$ cat src/rtl/wfifo_wr_arbiter_if.sv
// Bundle between NREQ write-domain requesters, the shared FIFO write port and the
// arbiter: the slave modport is the arbiter's view, master is the requester/FIFO side.
interface wfifo_wr_arbiter_if #(
  parameter int NREQ     = 4,
  parameter int DATASIZE = 8
);
  logic [NREQ-1:0]          req;
  logic [NREQ-1:0]          last;
  logic [NREQ*DATASIZE-1:0] data;
  logic                     full;
  logic                     winc;
  logic [DATASIZE-1:0]      wdata;
  logic [NREQ-1:0]          ack;
  logic [NREQ-1:0]          grant;
  logic                     busy;

  modport master (
    output req, last, data, full,
    input  winc, wdata, ack, grant, busy
  );

  modport slave (
    input  req, last, data, full,
    output winc, wdata, ack, grant, busy
  );
endinterface

$ cat src/rtl/wfifo_wr_arbiter.sv
// Round-robin, packet-granular arbiter sharing one async-FIFO write port among NREQ requesters.
// Optional WARB_BURST_LIMIT_EN: a grant is also released after MAX_BURST transferred beats.
module wfifo_wr_arbiter #(
  parameter int NREQ      = 4,
  parameter int DATASIZE  = 8,
  parameter int MAX_BURST = 16
) (
  input  logic              wclk,
  input  logic              w_rst,
  wfifo_wr_arbiter_if.slave bus
);

  localparam int IDXW = (NREQ > 1) ? $clog2(NREQ) : 1;

  typedef enum logic {
    IDLE = 1'b0,
    LOCK = 1'b1
  } state_t;

  state_t              state_q, state_d;
  logic [NREQ-1:0]     grant_q, grant_d;
  logic [IDXW-1:0]     owner_q, owner_d;
  logic [IDXW-1:0]     rr_q, rr_d;

  logic [DATASIZE-1:0] data_arr [NREQ];
  logic [IDXW-1:0]     cand_idx [NREQ];
  logic [NREQ-1:0]     cand_req;
  logic                win_found;
  logic [IDXW-1:0]     win_idx;
  logic                owner_req;
  logic                owner_last;
  logic                xfer;
  logic                burst_done;
  logic                release_pkt;

  genvar gi;

  generate
    for (gi = 0; gi < NREQ; gi++) begin : g_unpack
      assign data_arr[gi] = bus.data[gi*DATASIZE +: DATASIZE];
    end

    // Candidate gi is the requester gi places after the rr pointer, wrapping at NREQ.
    for (gi = 0; gi < NREQ; gi++) begin : g_cand
      logic [IDXW:0] sum;
      assign sum          = {1'b0, rr_q} + (IDXW+1)'(gi);
      assign cand_idx[gi] = (sum >= (IDXW+1)'(NREQ)) ? IDXW'(sum - (IDXW+1)'(NREQ))
                                                      : sum[IDXW-1:0];
      assign cand_req[gi] = bus.req[cand_idx[gi]];
    end
  endgenerate

  always_comb begin
    win_found = 1'b0;
    win_idx   = '0;
    for (int k = NREQ - 1; k >= 0; k--) begin
      if (cand_req[k]) begin
        win_found = 1'b1;
        win_idx   = cand_idx[k];
      end
    end
  end

  assign owner_req   = bus.req[owner_q];
  assign owner_last  = bus.last[owner_q];
  assign xfer        = (state_q == LOCK) & owner_req & ~bus.full;
  assign release_pkt = xfer & (owner_last | burst_done);

`ifdef WARB_BURST_LIMIT_EN
  localparam int CNTW = $clog2(MAX_BURST + 1);

  logic [CNTW-1:0] beat_cnt_q, beat_cnt_d;

  assign burst_done = (beat_cnt_q == CNTW'(MAX_BURST - 1));

  always_comb begin
    beat_cnt_d = beat_cnt_q;
    if (release_pkt) begin
      beat_cnt_d = '0;
    end else if (xfer) begin
      beat_cnt_d = beat_cnt_q + 1'b1;
    end
  end

  always_ff @(posedge wclk or posedge w_rst) begin
    if (w_rst) begin
      beat_cnt_q <= '0;
    end else begin
      beat_cnt_q <= beat_cnt_d;
    end
  end
`else
  // Legal MAX_BURST is >= 1, so this is constant 0: only a last beat releases.
  assign burst_done = (MAX_BURST < 1);
`endif

  always_comb begin
    state_d = state_q;
    grant_d = grant_q;
    owner_d = owner_q;
    rr_d    = rr_q;
    case (state_q)
      IDLE: begin
        if (win_found) begin
          state_d = LOCK;
          owner_d = win_idx;
          grant_d = NREQ'(1) << win_idx;
        end
      end
      LOCK: begin
        if (release_pkt) begin
          state_d = IDLE;
          grant_d = '0;
          rr_d    = (owner_q == IDXW'(NREQ - 1)) ? '0 : owner_q + 1'b1;
        end
      end
      default: begin
        state_d = IDLE;
        grant_d = '0;
      end
    endcase
  end

  always_ff @(posedge wclk or posedge w_rst) begin
    if (w_rst) begin
      state_q <= IDLE;
      grant_q <= '0;
      owner_q <= '0;
      rr_q    <= '0;
    end else begin
      state_q <= state_d;
      grant_q <= grant_d;
      owner_q <= owner_d;
      rr_q    <= rr_d;
    end
  end

  assign bus.winc  = xfer;
  assign bus.wdata = data_arr[owner_q];
  assign bus.ack   = xfer ? grant_q : '0;
  assign bus.grant = grant_q;
  assign bus.busy  = (state_q == LOCK);

endmodule

$ cat src/flat_wrapper.sv
// flat-port wrapper written by rule: the top's interface ports become plain ports
module wfifo_wr_arbiter_flat 
#(
  parameter int NREQ      = 4,
  parameter int DATASIZE  = 8,
  parameter int MAX_BURST = 16
)
  (wclk, w_rst, bus_req, bus_last, bus_data, bus_full, bus_winc, bus_wdata, bus_ack, bus_grant, bus_busy);
  wfifo_wr_arbiter_if #(.NREQ(NREQ), .DATASIZE(DATASIZE)) bus_i ();
  input  logic wclk;
  input  logic w_rst;
  input wire logic [$bits(bus_i.req)-1:0] bus_req;
  input wire logic [$bits(bus_i.last)-1:0] bus_last;
  input wire logic [$bits(bus_i.data)-1:0] bus_data;
  input wire logic [$bits(bus_i.full)-1:0] bus_full;
  output wire logic [$bits(bus_i.winc)-1:0] bus_winc;
  output wire logic [$bits(bus_i.wdata)-1:0] bus_wdata;
  output wire logic [$bits(bus_i.ack)-1:0] bus_ack;
  output wire logic [$bits(bus_i.grant)-1:0] bus_grant;
  output wire logic [$bits(bus_i.busy)-1:0] bus_busy;
  assign bus_i.req = bus_req;
  assign bus_i.last = bus_last;
  assign bus_i.data = bus_data;
  assign bus_i.full = bus_full;
  assign bus_winc = bus_i.winc;
  assign bus_wdata = bus_i.wdata;
  assign bus_ack = bus_i.ack;
  assign bus_grant = bus_i.grant;
  assign bus_busy = bus_i.busy;
  wfifo_wr_arbiter #(.NREQ(NREQ), .DATASIZE(DATASIZE), .MAX_BURST(MAX_BURST)) u_core (.wclk(wclk), .w_rst(w_rst), .bus(bus_i));
endmodule
$ cat config.mk
export PLATFORM = sky130hd
export DESIGN_NAME = wfifo_wr_arbiter_flat
export DESIGN_NICKNAME = d
export VERILOG_FILES = /design/src/rtl/wfifo_wr_arbiter_if.sv /design/src/rtl/wfifo_wr_arbiter.sv /design/src/flat_wrapper.sv
export SDC_FILE = /design/constraint.sdc
export NUM_CORES = 1
export LEC_CHECK = 0
export ABC_AREA = 1
export CORE_ASPECT_RATIO = 0.8
export CORE_MARGIN = 2
export CORE_UTILIZATION = 50
export DETAILED_ROUTE_END_ITERATION = 10
export DONT_BUFFER_PORTS = 1
export HOLD_SLACK_MARGIN = 0.12
export PLACE_DENSITY = 0.75
export REMOVE_ABC_BUFFERS = 1
export SYNTH_ARGS = -nofsm -noshare
export SYNTH_HDL_FRONTEND = slang
export SYNTH_SLANG_ARGS = --single-unit
$ cat constraint.sdc
create_clock -name wclk -period 1.7 [get_ports wclk]
set_clock_uncertainty 0.1 [all_clocks]
set_input_delay 0.34 -clock wclk [delete_from_list [all_inputs] [get_ports wclk]]
set_output_delay 0.34 -clock wclk [all_outputs]
set_load 0.02 [all_outputs]
# [Word-level counts from Yosys, hierarchy flattened]
# Cells that the tools add are included.
[op_classes] add_sub_neg=8 muxes=35 reduce_logical=3 n_lt_le_gt_ge=10 n_eq_ne=3 bitwise=6 shifts=1
[op_table] op="$mux W2" count=9
[op_table] op="$bmux W8 S2" count=1
[op_table] op="$mux W8" count=2
[op_table] op="$lt A2 B3 Y1 const B" count=5
[op_table] op="$bmux W1 S2" count=6
[op_table] op="$ge A3 B3 Y1 const B" count=4
[op_table] op="$mux W1" count=12
[op_table] op="$mux W4" count=3
[op_table] op="$pmux W4 S2" count=1
[op_table] op="$sub A2 B1 Y2 const B" count=4
[op_table] op="$add A2 B2 Y3 const B" count=2
[op_table] op="$reduce_and A2 Y1" count=3
[op_table] op="$shl A1 B2 Y4 const A" count=1
[op_table] op="$add A2 B1 Y3 const B" count=1
[op_table] op="$and A1 B1 Y1" count=3
[op_table] op="$ge A2 B3 Y1 const B" count=1
[op_table] op="$not A2 Y3" count=1
[op_table] op="$add A2 B1 Y2 const B" count=1
[op_table] op="$eq A2 B2 Y1 const B" count=1
[op_table] op="$ne A2 B1 Y1 const B" count=1
[op_table] op="$ne A2 B2 Y1 const B" count=1
[op_table] op="$not A1 Y1" count=2
[op_table] op="$pmux W1 S2" count=1
[word_totals] output_inout_bits=18 in_bits=43 wordCells=70 reg_bits=9

# [Depth between registers and ports, before layout]
# Gate-level depths: netlist of run 1.
[depth] word_depth=12 depth_mapped=13 ltp_nobuf=12

# [Worst setup path after synthesis of run 1]
# No wires, ideal clock.
[synth_timing] path_kind="register -> output" start="reg u_core.state_q, in the netlist u_core.bus.busy" end="out bus_ack[0]" required_time_ns=1.260 arrival_time_ns=1.447 path_slack_ns=-0.187 stages_incl_launch_ff=7 path_buffers=0 path_cell_list="dfrtp_1 inv_1 nor2_1 nand2_1 a31oi_4 inv_1 nor2_1"
[synth_between] elab_chain_cells=3
[synth_rtl] item="from (decl)" line="wfifo_wr_arbiter.sv:20" rtl="state_t state_q, state_d;"
[synth_rtl] item="from (signal assigned)" line="wfifo_wr_arbiter.sv:131" rtl="state_q <= state_d;"
[synth_rtl] item="$and A1 B1 Y1 (2 in a row)" line="wfifo_wr_arbiter.sv:66" rtl="assign xfer = (state_q == LOCK) & owner_req & ~bus.full;"
[synth_rtl] item="net bus_winc" line="flat_wrapper.sv:16" rtl="output wire logic [$bits(bus_i.winc)-1:0] bus_winc;"
[synth_rtl] item="$mux W4" line="wfifo_wr_arbiter.sv:140" rtl="assign bus.ack = xfer ? grant_q : '0;"
[synth_rtl] item="to (decl)" line="flat_wrapper.sv:18" rtl="output wire logic [$bits(bus_i.ack)-1:0] bus_ack;"
# The timed path passes the listed nets, and every way through them passes these cells.

# [Final worst setup path of run 1]
[layout_timing] start="reg u_core.owner_q[0]" end="out bus_winc"
[layout_between] elab_chain_cells=4
[layout_rtl] item="from (decl)" line="wfifo_wr_arbiter.sv:22" rtl="logic [IDXW-1:0] owner_q, owner_d;"
[layout_rtl] item="from (signal assigned)" line="wfifo_wr_arbiter.sv:133" rtl="owner_q <= owner_d;"
[layout_rtl] item="$bmux W1 S2" line="wfifo_wr_arbiter.sv:64" rtl="assign owner_req = bus.req[owner_q];"
[layout_rtl] item="$mux W1 (implied by the code)" line="wfifo_wr_arbiter.sv:64"
[layout_rtl] item="$and A1 B1 Y1 (2 in a row)" line="wfifo_wr_arbiter.sv:66"
[layout_rtl] item="to (decl)" line="flat_wrapper.sv:16"
# No other way between the ends. The select of a mux whose other input is x is not followed.

==> results of run 1 <==
metrics by stage:
step           TNS, ps  instances  instance area, µm²  utilization, %
3_3_place_gp         0        199                1100            60.0
4_1_cts          -1770        206                1180            64.1
2_1_floorplan    -4510        155                 923               -
3_5_place_dp         0        199                1100            60.0
5_1_grt          -2950        207                1230            67.1
6_report         -1790        207                1230            67.1
layer usage:
layer / GRT usage [%] / wire length (µm)
met1: 30.6 / 1110
met2: 45.0 / 1480
met3: 4.93 / 142
met4: 7.18 / 44
met5: 0 / 0
worst register-to-register path: stages, from the launching register on:
cell,delay (ps)
sky130_fd_sc_hd__dfrtp_1,430
sky130_fd_sc_hd__inv_2,90
sky130_fd_sc_hd__nand2_2,50
sky130_fd_sc_hd__nand3_2,60
sky130_fd_sc_hd__nand2_2,60
sky130_fd_sc_hd__a31oi_4,160
sky130_fd_sc_hd__buf_4,140
sky130_fd_sc_hd__buf_6,90
sky130_fd_sc_hd__buf_8,120
sky130_fd_sc_hd__nand2_8,70
sky130_fd_sc_hd__nand3_1,90
sky130_fd_sc_hd__nand2_1,60
cell usage after synthesis (all sizes together):
| master | number | area (µm²) |
|---|---|---|
| o21ai | 21 | 116 |
| ha | 1 | 12.5 |
| a31oi | 1 | 21.3 |
| buf | 3 | 21.3 |
| or2 | 1 | 6.26 |
| nand4 | 2 | 12.5 |
| nand2 | 53 | 229 |
| a21oi | 4 | 20.0 |
| o22ai | 8 | 50.1 |
| clkbuf | 3 | 11.3 |
| nand3 | 12 | 60.1 |
| dfrtp | 9 | 225 |
| inv | 20 | 80.1 |
| a22oi | 1 | 7.51 |
| nor2 | 22 | 82.6 |
layout make-up:
cell class                 count  area (µm²)
multi-input combinational    126         662
fill                         157         606
tap                           24        30.0
timing repair buffer          24         209
clock buffer                   4        26.3
inverter                      20        80.1
sequential                     9         226
state kept, by name, summed over array words and instances (netlist names):
| name | flops |
|---|---|
| u_core.rr_q | 2 |
| u_core.bus.busy | 1 |
| u_core.bus.grant | 4 |
| u_core.owner_q | 2 |
power breakdown:
part	internal (W)	switching (W)
Clock	0.0000905	0.0000799
Sequential	0.000304	0.000138
Combinational	0.000798	0.00126
Total	0.00119	0.00147
repair_timing:
| action | 4_1_cts | 5_1_grt |
|---|---|---|
| hold buffers | 1 | 0 |
| setup buffers | 2 | 1 |
| pin swaps | 0 | 1 |
| setup endpoints to repair | 13 | 22 |
| resized for setup | 18 | 14 |
| endpoints found under the hold margin | 9 | 0 |
worst paths after layout:
check	end	depth (start not counted)
hold reg to reg	u_core.bus.busy$_DFF_PP0_	3
setup reg to reg	u_core.bus.grant[1]$_DFFE_PP0P_	11
min in group asynchronous	u_core.rr_q[1]$_DFFE_PP0P_	2
hold / removal	u_core.rr_q[0]$_DFFE_PP0P_	4
setup / recovery	bus_winc	8
max in group asynchronous	u_core.rr_q[0]$_DFFE_PP0P_	2
kinds of logic (layout without fill, tap and decap cells):
logic type	after synthesis	count (layout)	synth area share, %
adders and majority gates	1	1	1.31
AOI/OAI and AO/OA	35	35	22.5
and+or+nand+nor	90	90	40.8
DFF	9	9	23.6
buffers and inverters	26	48	11.8
==> metrics.txt, run 1 <==
# TYPE chip_impl_metric gauge
chip_impl_info{name="worstSetupEndpointType",value="output port"} 1
chip_impl_metric{name="die_w",unit="µm"} 52.9
chip_impl_metric{name="seq_area_frac_synth",unit="%"} 23.6
chip_impl_metric{name="via_count",unit=""} 1135
chip_impl_metric{name="grt_usage",unit="%"} 25.3
chip_impl_metric{name="post_synth_instance_area",unit="µm²"} 956
chip_impl_metric{name="count_of_warnings_emitted_by_yosys",unit=""} 0
chip_impl_metric{name="final-setup-viol-count",unit=""} 13
chip_impl_metric{name="first_global_vias",unit=""} 1030
chip_impl_metric{name="detail_route.drc_violations",unit=""} 0
chip_impl_metric{name="postSynthAreaPerCell",unit="µm²"} 5.94
chip_impl_info{name="clock-root-buffer",value="sky130_fd_sc_hd__clkbuf_4"} 1
chip_impl_metric{name="tightest_slew",unit="ps"} 355
chip_impl_metric{name="place_ws",unit="ps"} 20.2
chip_impl_metric{name="grt_max_degree",unit=""} 19
chip_impl_info{name="cp-startpoint",value="u_core.owner_q[0]$_DFFE_PP0P_"} 1
chip_impl_info{name="cp-start-kind",value="flip-flop"} 1
chip_impl_info{name="final_cell_mix",value="sky130_fd_sc_hd__nand2_1 (39), sky130_fd_sc_hd__nor2_1 (19), sky130_fd_sc_hd__buf_4 (18), sky130_fd_sc_hd__nand2_2 (13), sky130_fd_sc_hd__inv_1 (13)"} 1
chip_impl_info{name="crit_path_cell_trace",value="inv_2 -> nand2_2 -> nand3_2 -> nand2_2 -> a31oi_4 -> buf_4 -> buf_6 -> buf_8"} 1
chip_impl_metric{name="crit_required",unit="ps"} 1260
chip_impl_metric{name="io_pins",unit=""} 61
chip_impl_metric{name="n_antenna_cell",unit=""} 0
chip_impl_info{name="grt_setup_unrepaired",value="yes"} 1
chip_impl_metric{name="finalHoldWorstSlack",unit="ps"} 333
chip_impl_info{name="path_delay_family",value="buffers and inverters"} 1
chip_impl_metric{name="drt_first_pass_iters",unit=""} 5
chip_impl_metric{name="gp_congestion",unit=""} 0.826
chip_impl_metric{name="detailed_place_hpwl",unit="mm"} 2.22
chip_impl_metric{name="antenna_violations_before_repair",unit=""} 0
chip_impl_metric{name="clk_latency",unit="ps"} 260
chip_impl_metric{name="power.static_leakage",unit="nW"} 0.635
chip_impl_metric{name="worst-r2r-setup-slack",unit="ps"} 60
chip_impl_metric{name="finalHoldViolations",unit=""} 0
chip_impl_metric{name="synthToLayoutAreaGrowth",unit="%"} 29.1
chip_impl_metric{name="route.detailed.wl_per_inst",unit="µm"} 13.4
chip_impl_metric{name="worst-path-buf-inv",unit=""} 4
chip_impl_info{name="cpMostUsedCell",value="sky130_fd_sc_hd__nand2_2"} 1
chip_impl_info{name="timing.setup.critical_path_class",value="reg -> out"} 1
chip_impl_metric{name="achievable-frequency",unit="MHz"} 527
chip_impl_metric{name="detail-route-antenna-nets",unit=""} 0
chip_impl_metric{name="worst_setup_hold_path_clk_slew",unit="ps"} 70
chip_impl_info{name="hold_start",value="bus_last[1]"} 1
chip_impl_metric{name="die_area",unit="µm²"} 2280
chip_impl_metric{name="tritoncts_num_sinks",unit=""} 9
chip_impl_metric{name="layout-drive-gt1-share",unit="%"} 31.7
chip_impl_metric{name="placement.io_buffers",unit=""} 0
chip_impl_info{name="most_common_library_cell_in_the_layout_ignoring_fill_and_taps",value="sky130_fd_sc_hd__nand2_1"} 1
chip_impl_metric{name="min_period_over_period",unit="%"} 112
chip_impl_info{name="status",value="complete, but fails checks"} 1
chip_impl_metric{name="placement_rows",unit=""} 14
chip_impl_metric{name="netlist_instances",unit=""} 161
chip_impl_info{name="rr_startpoint",value="u_core.owner_q[0]$_DFFE_PP0P_"} 1
chip_impl_metric{name="arrival_time_of_the_worst_setup_path",unit="ps"} 1460
chip_impl_metric{name="clock_tree.htree_level_count",unit=""} 1
chip_impl_metric{name="initialDrtViolationCount",unit=""} 23
chip_impl_metric{name="power_per_cell_area",unit="nW/µm²"} 2160
chip_impl_metric{name="clockBufferDepth",unit=""} 2
chip_impl_metric{name="timing.slew.headroom",unit="%"} 76.3
chip_impl_metric{name="max-cap-violations",unit=""} 0
chip_impl_metric{name="first_pass_grt_wire_length",unit="mm"} 4.31
chip_impl_metric{name="initial_utilization",unit="%"} 52.0
chip_impl_metric{name="fin_nets",unit=""} 228
chip_impl_info{name="timing.critical_path.slowest_stage_cell",value="sky130_fd_sc_hd__dfrtp_1"} 1
chip_impl_info{name="cts_tree",value="done"} 1
chip_impl_info{name="failed_checks",value="negative setup slack"} 1
chip_impl_info{name="hold_class",value="in -> reg"} 1
chip_impl_metric{name="final_power",unit="W"} 0.00267
chip_impl_metric{name="core-area",unit="µm²"} 1840
chip_impl_metric{name="max-vdd-ir-drop",unit="mV"} 1.16
chip_impl_metric{name="routed_via_density",unit=""} 5.48
chip_impl_metric{name="worst_path_largest_cell_delay",unit="ps"} 430
chip_impl_metric{name="ys_seq_elements",unit=""} 9
chip_impl_metric{name="die-height",unit="µm"} 43.1
chip_impl_metric{name="finalWorstSetupSlack",unit="ps"} -197
chip_impl_metric{name="drt_wl_total",unit="mm"} 2.77
chip_impl_metric{name="final-max-slew-violation-count",unit=""} 0
chip_impl_metric{name="critPathMaxFanout",unit=""} 4
chip_impl_metric{name="cts_made_buffers",unit=""} 3
chip_impl_metric{name="grt.overflow.total",unit=""} 0
chip_impl_metric{name="final.min_clock_period",unit="ps"} 1900
chip_impl_metric{name="yosysUniqueCellTypes",unit=""} 21
No activity file was read; power rests on OpenSTA's default activity.
==> run 2: changes to the inputs <==
--- a/config.mk
+++ b/config.mk
@@ -6,11 +6,12 @@
 export NUM_CORES = 1
 export LEC_CHECK = 0
 export ABC_AREA = 1
-export CORE_ASPECT_RATIO = 0.8
-export CORE_MARGIN = 2
+export CORE_ASPECT_RATIO = 1.25
+export CORE_MARGIN = 1
 export CORE_UTILIZATION = 50
 export DETAILED_ROUTE_END_ITERATION = 10
 export DONT_BUFFER_PORTS = 1
+export GPL_ROUTABILITY_DRIVEN = 0
 export HOLD_SLACK_MARGIN = 0.12
 export PLACE_DENSITY = 0.75
 export REMOVE_ABC_BUFFERS = 1
==> metrics.txt, run 2 (same netlist as run 1, synthesis figures left out) <==
# TYPE chip_impl_metric gauge
chip_impl_info{name="most_common_library_cell_in_the_layout_ignoring_fill_and_taps",value="sky130_fd_sc_hd__nand2_1"} 1
chip_impl_metric{name="first_global_vias",unit=""} 999
chip_impl_metric{name="drt_first_pass_iters",unit=""} 4
chip_impl_info{name="crit_path_cell_trace",value="clkinv_4 -> buf_12 -> clkbuf_16 -> nor2_2 -> o22ai_1 -> buf_4"} 1
chip_impl_metric{name="final-max-slew-violation-count",unit=""} 0
chip_impl_info{name="cp-start-kind",value="flip-flop"} 1
chip_impl_metric{name="grt_use_met2",unit="%"} 48.4
chip_impl_metric{name="place_ws",unit="ps"} 53.6
chip_impl_metric{name="first_pass_grt_wire_length",unit="mm"} 3.84
chip_impl_metric{name="fin_tns_setup",unit="ps"} -2420
chip_impl_metric{name="initial_utilization",unit="%"} 53.5
chip_impl_info{name="timing.setup.critical_path_class",value="reg -> out"} 1
chip_impl_metric{name="power.static_leakage",unit="nW"} 0.694
chip_impl_metric{name="grt_max_degree",unit=""} 19
chip_impl_info{name="worstSetupEndpointType",value="output port"} 1
chip_impl_metric{name="grt_met1_use",unit="%"} 26.3
chip_impl_metric{name="detail_route.drc_violations",unit=""} 0
chip_impl_metric{name="tritoncts_num_sinks",unit=""} 9
chip_impl_metric{name="routed_via_density",unit=""} 5.99
chip_impl_metric{name="max-vdd-ir-drop",unit="mV"} 1.19
chip_impl_metric{name="worst_setup_hold_path_clk_slew",unit="ps"} 70
chip_impl_metric{name="clockBufferDepth",unit=""} 2
chip_impl_metric{name="layout-drive-gt1-share",unit="%"} 42.6
chip_impl_metric{name="drt_wl_total",unit="mm"} 3.30
chip_impl_metric{name="detailed_place_hpwl",unit="mm"} 2.01
chip_impl_metric{name="arrival_time_of_the_worst_setup_path",unit="ps"} 1510
chip_impl_metric{name="die_area",unit="µm²"} 2090
chip_impl_metric{name="finalWorstSetupSlack",unit="ps"} -247
chip_impl_metric{name="antenna_violations_before_repair",unit=""} 0
chip_impl_metric{name="finalHoldWorstSlack",unit="ps"} 383
chip_impl_metric{name="n_antenna_cell",unit=""} 0
chip_impl_metric{name="via_count",unit=""} 1251
chip_impl_info{name="clock-root-buffer",value="sky130_fd_sc_hd__clkbuf_4"} 1
chip_impl_metric{name="route.detailed.wl_per_inst",unit="µm"} 15.8
chip_impl_metric{name="largest_register_ffs",unit=""} 4
chip_impl_metric{name="finalHoldViolations",unit=""} 0
chip_impl_metric{name="grt_usage",unit="%"} 26.7
chip_impl_info{name="timing.critical_path.slowest_stage_cell",value="sky130_fd_sc_hd__dfrtp_2"} 1
chip_impl_metric{name="min_period_over_period",unit="%"} 115
chip_impl_metric{name="critPathMaxFanout",unit=""} 5
chip_impl_info{name="failed_checks",value="negative setup slack"} 1
chip_impl_metric{name="max-cap-violations",unit=""} 0
chip_impl_metric{name="achievable-frequency",unit="MHz"} 514
chip_impl_metric{name="tightest_slew",unit="ps"} 349
chip_impl_metric{name="final-setup-viol-count",unit=""} 15
chip_impl_metric{name="grt.overflow.total",unit=""} 0
chip_impl_metric{name="io_pins",unit=""} 61
chip_impl_metric{name="placement_rows",unit=""} 17
chip_impl_metric{name="crit_required",unit="ps"} 1260
chip_impl_metric{name="timing.slew.headroom",unit="%"} 76.7
chip_impl_metric{name="die_w",unit="µm"} 41.1
chip_impl_metric{name="grtUsageMet3",unit="%"} 5.22
chip_impl_metric{name="synthToLayoutAreaGrowth",unit="%"} 43.6
chip_impl_info{name="final_cell_mix",value="sky130_fd_sc_hd__nand2_1 (37), sky130_fd_sc_hd__buf_4 (20), sky130_fd_sc_hd__nand2_2 (16), sky130_fd_sc_hd__nor2_1 (15), sky130_fd_sc_hd__inv_1 (13)"} 1
chip_impl_info{name="cts_tree",value="done"} 1
chip_impl_metric{name="clk_latency",unit="ps"} 280
chip_impl_info{name="grt_busiest_layer",value="met2"} 1
chip_impl_metric{name="fin_nets",unit=""} 235
chip_impl_metric{name="placement.io_buffers",unit=""} 0
chip_impl_metric{name="worst_path_largest_cell_delay",unit="ps"} 450
chip_impl_metric{name="core-area",unit="µm²"} 1790
chip_impl_metric{name="initialDrtViolationCount",unit=""} 36
chip_impl_metric{name="die-height",unit="µm"} 50.9
chip_impl_metric{name="cts_made_buffers",unit=""} 3
chip_impl_info{name="status",value="complete, but fails checks"} 1
chip_impl_info{name="grt_setup_unrepaired",value="yes"} 1
chip_impl_metric{name="detail-route-antenna-nets",unit=""} 0
chip_impl_info{name="hold_class",value="in -> async"} 1
chip_impl_metric{name="clock_tree.htree_level_count",unit=""} 1
chip_impl_metric{name="power_per_cell_area",unit="nW/µm²"} 2230
chip_impl_metric{name="final.min_clock_period",unit="ps"} 1950
## run 2: cell count changes in the layout (fill, tap and decap cells not counted), moves of 2 or more
cell / change
sky130_fd_sc_hd__nand3_1: -3
sky130_fd_sc_hd__o21ai_2: +6
sky130_fd_sc_hd__clkinv_4: +2
sky130_fd_sc_hd__nand2_1: -2
sky130_fd_sc_hd__clkbuf_16: +2
sky130_fd_sc_hd__o21ai_0: -3
sky130_fd_sc_hd__nor2_2: +3
sky130_fd_sc_hd__nor2_1: -4
sky130_fd_sc_hd__nand2_2: +3
sky130_fd_sc_hd__nand3_2: +3
sky130_fd_sc_hd__o21ai_1: -2
sky130_fd_sc_hd__buf_4: +2
## run 2: worst max-delay path, delay by kind of cell, from the launching register on
| family | cells | cell delay (ps) |
|---|---|---|
| AOI/OAI and AO/OA | 1 | 220 |
| buffers and inverters | 4 | 530 |
| DFF | 1 | 450 |
| and+or+nand+nor | 1 | 30 |
## run 2: layer usage
metal  share of wire [%]  wire length, µm
met5                   0                0
met4                 2.7               89
met3                 8.7              288
met2                  55             1810
met1                  34             1110
## run 2: power breakdown
part	internal, W	switching [W]
Clock	0.0000910	0.0000876
Sequential	0.000307	0.000147
Combinational	0.000999	0.00142
## run 2: stage by stage
step / utilization (%) / std cells / area, µm² / power [W]
floorplan: - / 155 / 923 / 0.00168
global placement: 61.4 / 194 / 1100 / 0.00218
detailed placement: 61.4 / 194 / 1100 / 0.00225
CTS: 64.6 / 200 / 1150 / 0.00247
global route: 76.8 / 209 / 1370 / 0.00329
finish: 76.8 / 209 / 1370 / 0.00305
## run 2: repair_timing
| action | in CTS | in global routing |
|---|---|---|
| gates resized for setup | 8 | 45 |
| hold buffers | 1 | 0 |
| cloned | 0 | 4 |
| endpoints found under the setup margin | 13 | 20 |
| setup buffers | 1 | 5 |
| pin swaps | 1 | 10 |
| hold endpoints to repair | 9 | 0 |
## run 2: final cells by class
class / instances / area (µm²)
Multi-Input combinational cell: 128 / 726
Sequential cell: 9 / 228
Inverter: 20 / 85.1
Tap cell: 19 / 23.8
Clock buffer: 4 / 26.3
Timing Repair Buffer: 29 / 284
Fill cell: 128 / 414
## run 2: final timing paths
path	slack [ps]	cells after the start	to	from
min in group wclk	420	5	u_core.owner_q[1]$_DFFE_PP0P_	bus_req[0]
max in group asynchronous	830	2	u_core.rr_q[0]$_DFFE_PP0P_	w_rst
setup / recovery	-250	6	bus_wdata[3]	u_core.owner_q[0]$_DFFE_PP0P_
setup reg to reg	-10	10	u_core.bus.grant[2]$_DFFE_PP0P_	u_core.owner_q[0]$_DFFE_PP0P_
hold / removal	380	2	u_core.bus.grant[1]$_DFFE_PP0P_	w_rst
hold reg to reg	520	3	u_core.bus.busy$_DFF_PP0_	u_core.bus.busy$_DFF_PP0_
